<file path="src/rtl/config_loader_pkg.sv">
// Shared types and constants for the configuration stream loader.
// The CHK state only exists when CONFIG_LOADER_CHECKSUM_EN is defined.
package config_loader_pkg;

`ifdef CONFIG_LOADER_CHECKSUM_EN
    typedef enum logic [1:0] {
        ST_HDR  = 2'd0,
        ST_ADDR = 2'd1,
        ST_DATA = 2'd2,
        ST_CHK  = 2'd3
    } state_e;
`else
    typedef enum logic [1:0] {
        ST_HDR  = 2'd0,
        ST_ADDR = 2'd1,
        ST_DATA = 2'd2
    } state_e;
`endif

    localparam logic [15:0] DEFAULT_MAGIC     = 16'hC0F1;
    localparam logic [31:0] DEFAULT_IDLE_ADDR = 32'h0000_0000;

    localparam int SUB_BLOCK_MSB = 31;
    localparam int SUB_BLOCK_LSB = 16;
    localparam int TILE_MSB      = 15;
    localparam int TILE_LSB      = 0;

    function automatic logic [15:0] sub_block_id(input logic [31:0] addr);
        return addr[SUB_BLOCK_MSB:SUB_BLOCK_LSB];
    endfunction

    function automatic logic [15:0] tile_id(input logic [31:0] addr);
        return addr[TILE_MSB:TILE_LSB];
    endfunction

endpackage

</file>
<file path="src/rtl/config_stream_loader.sv">
// Parses framed (addr, data) pairs from a 32-bit valid/ready stream onto the config bus.
// Optional trailing XOR checksum word enabled by CONFIG_LOADER_CHECKSUM_EN.
module config_stream_loader
    import config_loader_pkg::*;
#(
    parameter logic [31:0] IDLE_ADDR = DEFAULT_IDLE_ADDR,
    parameter logic [15:0] MAGIC     = DEFAULT_MAGIC
) (
    input  logic        clk,
    input  logic        reset,
    input  logic [31:0] in_data,
    input  logic        in_valid,
    output logic        in_ready,
    output logic [31:0] config_addr,
    output logic [31:0] config_data,
    output logic        busy,
    output logic        done,
    output logic        error,
    output logic [15:0] pairs_written
);

    state_e      state_q;
    logic [15:0] n_q;
    logic [15:0] pairs_q;
    logic [31:0] addr_q;
    logic [31:0] cfg_addr_q;
    logic [31:0] cfg_data_q;
    logic        done_q;
    logic        error_q;
`ifdef CONFIG_LOADER_CHECKSUM_EN
    logic [31:0] csum_q;
`endif

    logic accept;
    logic last_pair;

    // Ready needs no state: the loader can always take a word outside reset.
    assign in_ready  = !reset;
    assign accept    = in_valid && in_ready;
    assign last_pair = (pairs_q + 16'd1) == n_q;

    always_ff @(posedge clk or posedge reset) begin
        if (reset) begin
            state_q    <= ST_HDR;
            n_q        <= '0;
            pairs_q    <= '0;
            addr_q     <= '0;
            cfg_addr_q <= IDLE_ADDR;
            cfg_data_q <= '0;
            done_q     <= 1'b0;
            error_q    <= 1'b0;
`ifdef CONFIG_LOADER_CHECKSUM_EN
            csum_q     <= '0;
`endif
        end else begin
            // NOTE: bus and done default back to idle every cycle; a write below overrides for one cycle only.
            cfg_addr_q <= IDLE_ADDR;
            cfg_data_q <= '0;
            done_q     <= 1'b0;
            if (accept) begin
                case (state_q)
                    ST_HDR: begin
                        if (in_data[31:16] == MAGIC) begin
                            error_q <= 1'b0;
                            pairs_q <= '0;
                            n_q     <= in_data[15:0];
`ifdef CONFIG_LOADER_CHECKSUM_EN
                            csum_q  <= '0;
`endif
                            if (in_data[15:0] != 16'd0) begin
                                state_q <= ST_ADDR;
                            end else begin
`ifdef CONFIG_LOADER_CHECKSUM_EN
                                state_q <= ST_CHK;
`else
                                done_q  <= 1'b1;
`endif
                            end
                        end else begin
                            error_q <= 1'b1;
                        end
                    end
                    ST_ADDR: begin
                        addr_q  <= in_data;
`ifdef CONFIG_LOADER_CHECKSUM_EN
                        csum_q  <= csum_q ^ in_data;
`endif
                        state_q <= ST_DATA;
                    end
                    ST_DATA: begin
                        cfg_addr_q <= addr_q;
                        cfg_data_q <= in_data;
                        pairs_q    <= pairs_q + 16'd1;
`ifdef CONFIG_LOADER_CHECKSUM_EN
                        csum_q     <= csum_q ^ in_data;
`endif
                        if (last_pair) begin
`ifdef CONFIG_LOADER_CHECKSUM_EN
                            state_q <= ST_CHK;
`else
                            state_q <= ST_HDR;
                            done_q  <= 1'b1;
`endif
                        end else begin
                            state_q <= ST_ADDR;
                        end
                    end
`ifdef CONFIG_LOADER_CHECKSUM_EN
                    ST_CHK: begin
                        if (in_data != csum_q) begin
                            error_q <= 1'b1;
                        end
                        done_q  <= 1'b1;
                        state_q <= ST_HDR;
                    end
`endif
                    default: state_q <= ST_HDR;
                endcase
            end
        end
    end

    assign config_addr   = cfg_addr_q;
    assign config_data   = cfg_data_q;
    assign busy          = (state_q != ST_HDR);
    assign done          = done_q;
    assign error         = error_q;
    assign pairs_written = pairs_q;

endmodule

</file>
<file path="config.mk">
export PLATFORM = sky130hd
export DESIGN_NAME = config_stream_loader
export DESIGN_NICKNAME = d
export VERILOG_FILES = /design/src/rtl/config_loader_pkg.sv /design/src/rtl/config_stream_loader.sv
export SDC_FILE = /design/constraint.sdc
export NUM_CORES = 1
export LEC_CHECK = 0
export BUFFER_PORTS_ARGS = -buffer_cell sky130_fd_sc_hd__buf_2
export CORE_ASPECT_RATIO = 0.9
export CORE_UTILIZATION = 54
export DETAILED_ROUTE_END_ITERATION = 12
export PLACE_DENSITY = 0.86
export SYNTH_ARGS = -nofsm -noshare
export SYNTH_HDL_FRONTEND = slang
export SYNTH_SLANG_ARGS = --single-unit
</file>
<file path="constraint.sdc">
create_clock -name clk -period 5.7 [get_ports clk]
set_clock_uncertainty 0.15 [all_clocks]
set_input_delay 0.57 -clock clk [delete_from_list [all_inputs] [get_ports clk]]
set_output_delay 0.57 -clock clk [all_outputs]
set_load 0.1 [all_outputs]
</file>
# Word-level counts from Yosys, hierarchy flattened
# Cells that the tools add are included.
[word_totals] register_bits=132 inputBits=35 wordCells=42 output_inout_bits=84
[classes] n_addsub=1 mux=16 eq_ne=6 n_reduce_logical=11
[op_table] operator="two-way mux 32 bit" n=4
[op_table] operator="case mux 16 bit (2 select lines)" n=1
[op_table] operator="adder 16 x 1 -> 16 bit (second input constant)" n=1
[op_table] operator="== test 16 bit" n=1
[op_table] operator="== test 16 bit (second input constant)" n=1
[op_table] operator="two-way mux 16 bit" n=1
[op_table] operator="nonzero test 16 bit" n=1
[op_table] operator="AND reduction 3 bit" n=3
[op_table] operator="two-way mux 1 bit" n=6
[op_table] operator="case mux 2 bit (3 select lines)" n=1
[op_table] operator="two-way mux 2 bit" n=2
[op_table] operator="inequality test 2 bit (second input constant)" n=2
[op_table] operator="AND reduction 2 bit" n=2
[op_table] operator="nonzero test 2 bit" n=2
[op_table] operator="== test 2 x 1 -> 1 bit (second input constant)" n=1
[op_table] operator="== test 2 bit (second input constant)" n=1
[op_table] operator="zero test 2 bit" n=1
[op_table] operator="case mux 1 bit (2 select lines)" n=1
[op_table] operator="logical AND 1 bit" n=1
[op_table] operator="zero test 1 bit" n=1

# Longest topological paths before layout
[depth] depth_word=5 ltp_mapped=9 mapped_depth_nobuf=8

# Worst setup path before layout
# Ideal clock, no wire load.
[synth_path] kind="input-to-reg" startpoint="input reset" endpoint="register addr_q[10]" arrival_ps=5694 path_buffers=1 stages=5 slack_ps=-269 setup_time_ps=125 required_ps=5425 path_cell_list="inv_1 -> nand2_1 -> nor3b_1 -> buf_2 -> mux2_2"
[synth_between] elab_chain_cells=3
[synth_rtl] element="start: declaration" line="config_stream_loader.sv:10" text="input logic reset,"
[synth_rtl] element="zero test 1 bit (no source line)"
[synth_rtl] element="logical AND 1 bit" line="config_stream_loader.sv:39" text="assign accept = in_valid && in_ready;"
[synth_rtl] element="AND reduction 2 bit (no source line)"
[synth_rtl] element="end signal: assignment" line="config_stream_loader.sv:84" text="addr_q <= in_data;"
[synth_rtl] element="end: declaration" line="config_stream_loader.sv:25" text="logic [31:0] addr_q;"
# Every way passes these cells.
# A chain may end at the register's enable or synchronous reset.

# Final worst setup path
[layout_path] startpoint="register state_q[0]" endpoint="register pairs_q[9] (netlist: pairs_written[9])"
[layout_between] elab_chain_cells=3 elab_cells_between_ends=6 classes_between="eq/ne: 2; mux: 1; reduce/logical: 3"
[layout_rtl] element="start: declaration" line="config_stream_loader.sv:22" text="state_e state_q;"
[layout_rtl] element="start signal: assignment" line="config_stream_loader.sv:44" text="state_q <= ST_HDR;"
[layout_rtl] element="start signal: assignment" line="config_stream_loader.sv:71" text="state_q <= ST_ADDR;"
[layout_rtl] element="start signal: assignment" line="config_stream_loader.sv:88" text="state_q <= ST_DATA;"
[layout_rtl] element="== test 2 bit or zero test 2 bit (tied branches)" line="config_stream_loader.sv:61" text="case (state_q)"
[layout_rtl] element="nonzero test 2 bit (no source line) or inequality test 2 bit (tied branches)"
[layout_rtl] element="AND reduction 3 bit (no source line)"
[layout_rtl] element="end signal: assignment" line="config_stream_loader.sv:93" text="pairs_q <= pairs_q + 16'd1;"
[layout_rtl] element="end: declaration" line="config_stream_loader.sv:24" text="logic [15:0] pairs_q;"
# Parallel ways exist; a longest one is shown, timed or not.

==> impl_metrics.json <==
{
  "status": "completed",
  "layout_common_cells": "dfrtp_1, buf_2, and3_1, mux2_2, o21ai_0",
  "synth_xor_area_frac": 0.0307,
  "power.clock.fraction": 0.513,
  "synth_top_family_by_area": "simple AND/OR/NAND/NOR gates",
  "initial_core_util": 0.559,
  "numCtsBuffers": 17,
  "period_share": 0.523,
  "ys_types": 49,
  "drv_slew": 0,
  "setup_viol": 0,
  "cts_resized": 0,
  "synth_nets": 471,
  "ys_seq_area_frac": 0.610,
  "ys.flop_type": "dfrtp_1",
  "die_w_um": 108,
  "layout_commonest_cell": "dfrtp_1",
  "cts.sinks": 132,
  "pin_count": 119,
  "fillers": 709,
  "p_seq_frac": 0.461,
  "wl_met3_um": 642,
  "area_growth_pct": 22.7,
  "grtUsageTotal": 0.250,
  "power.total_w": 0.00203,
  "port_buffers": 118,
  "critPathMaxFanout": 70,
  "drive_above_1_share": 0.389,
  "yosysWarnings": 0,
  "tightest_slew_ns": 1.24,
  "ant_nets": 0,
  "power.leakage_nw": 3.71,
  "synth-seq-cells": 132,
  "required_ns": 5.96,
  "synth-simple-area-share": 0.173,
  "ctsRootBufferMaster": "clkbuf_8",
  "synth_area_leader_cell": "dfrtp_1",
  "place_hpwl_um": 8020,
  "m1WireLength_um": 5220,
  "yosysTopAreaCellShare": 0.610,
  "grt_setup_unrepaired": "false",
  "synthAdderAreaFrac": 0.00231,
  "p_sw_w": 0.000486,
  "internal_power_w": 0.00155,
  "tritoncts": "built",
  "dieArea_um2": 10400,
  "synthArstFlopShare": 1.00,
  "hold_viol_final": 0,
  "wl_met2_um": 6180,
  "ir_drop_uv": 216,
  "drc": 0,
  "power_density_nw_per_um2": 306,
  "clk-insertion-delay-late_ns": 0.52,
  "overflow": 0,
  "min_period_ns": 2.98,
  "cts.path.max_buffers": 2,
  "top_layer_used": "met4",
  "netlist_area_um2": 5420,
  "clk_pin_slew_ns": 0.07,
  "syn_avg_cell_area_um2": 12.5,
  "post-cts-setup-buffers": 0,
  "die_h_um": 97.0,
  "gp_congestion": 0.930,
  "synth_compound_area_frac": 0.0573,
  "fin_nets": 583,
  "critPathCaptureType": "flop",
  "ctsHoldBuffers": 0,
  "htree_levels": 4,
  "antenna_found_initial": 0,
  "worstSetupPathType": "flop to flop",
  "cp.arrival_ns": 3.24,
  "hp-class": "primary input to flop",
  "antenna_cells": 0,
  "core_um2": 9700,
  "grt_pass1_wl_um": 19800,
  "comb_power_share": 0.026,
  "netlist_top_cells_area": "dfrtp_1, mux2_2, and3_1",
  "synth_edf_count": 0,
  "drtIter0Drc": 199,
  "viasPerCell": 5.77,
  "drt_wl_total_um": 12200,
  "vias": 3961,
  "final_core_util": 0.685,
  "switching_share": 0.239,
  "setup_tns_ns": 0,
  "fmax_mhz": 336,
  "syn_inst": 435,
  "placementRows": 34,
  "cp-start-kind": "flop",
  "wire_per_inst_um": 17.8,
  "relSlewSlack": 0.172,
  "first_pass_iters": 7,
  "cap_violations": 0,
  "synthMuxAreaShare": 0.0998,
  "grt_max_degree": 75,
  "grt_pass1_vias": 3921
}
worst max-delay path: stages (launching register included):
cell     delay, ns
dfrtp_1       0.45
nor2_4        0.97
nand2_1       0.72
a31oi_1       0.36
o21ai_0       0.11
o31ai_1       0.12
stage by stage:
stage / instances / setup slack (ns) / hold slack, ns / instance area (µm²)
floorplan: 435 / 1.05 / 0.323 / 5420
global placement: 654 / 2.53 / 0.327 / 6060
detailed placement: 654 / 2.35 / 0.333 / 6060
CTS: 686 / 2.73 / 0.144 / 6650
global route: 686 / 2.55 / 0.152 / 6650
finish: 686 / 2.72 / 0.157 / 6650
cell type report:
cell class | instances | area, µm² | area share
repair buffers | 121 | 613 | 0.0923
flip-flops and latches | 132 | 3300 | 0.497
inverters | 2 | 11.3 | 0.00169
well taps | 126 | 158 | 0.0237
clock buffers | 17 | 414 | 0.0623
multi-input cells | 273 | 1980 | 0.298
clock inverters | 15 | 166 | 0.0250
worst paths after layout:
path | from | to | slack [ns] | cells past startpoint
worst max-delay path | state_q[0] | pairs_written[9] | 2.72 | 5
worst min-delay path | in_data[23] | addr_q[23] | 0.16 | 2
worst max register to register | state_q[0] | pairs_written[9] | 2.72 | 5
worst min register to register | error | error | 0.35 | 1
max in group asynchronous | reset | state_q[1] | 3.84 | 4
min in group asynchronous | reset | config_addr[12] | 0.25 | 3
sequential cells by signal (all words and copies together), names as in the netlist:
name	flops
error	1
pairs_written	16
config_data	32
n_q	16
state_q	2
done	1
config_addr	32
addr_q	32
logic make-up after synthesis:
kind of cell	count (synthesis)
simple gates	154
flops	132
compound gates	51
mux	48
buf+inv	30
xor+xnor	19
fa+ha+maj	1
power by group through the flow:
stage	Sequential (W)	Combinational [W]	Clock (W)
2_1_floorplan	0.000955	0.0000245	0
3_3_place_gp	0.000955	0.0000515	0
3_5_place_dp	0.000955	0.0000535	0
4_1_cts	0.000937	0.0000537	0.00106
5_1_grt	0.000937	0.0000593	0.00110
6_report	0.000938	0.0000528	0.00104
synthesized netlist by cell type, types with 3 or more instances:
cell / instances
a21oi_1: 4
a31oi_1: 6
and3_1: 69
buf_2: 4
buf_6: 3
clkbuf_1: 18
dfrtp_1: 132
mux2_2: 48
nand2_1: 20
nand3_1: 4
nand3_4: 3
nand4_1: 9
nor2_1: 18
nor3_1: 3
nor4_1: 7
o21ai_0: 24
o31ai_1: 6
or2_2: 3
xnor2_1: 12
xor2_1: 7
per-layer routing:
layer,up-vias,global-route usage
li1,1794,-
met1,1999,0.342
met2,154,0.397
met3,14,0.0478
met4,0,0.0917
met5,-,0
Power figures use the tool's default switching activity.
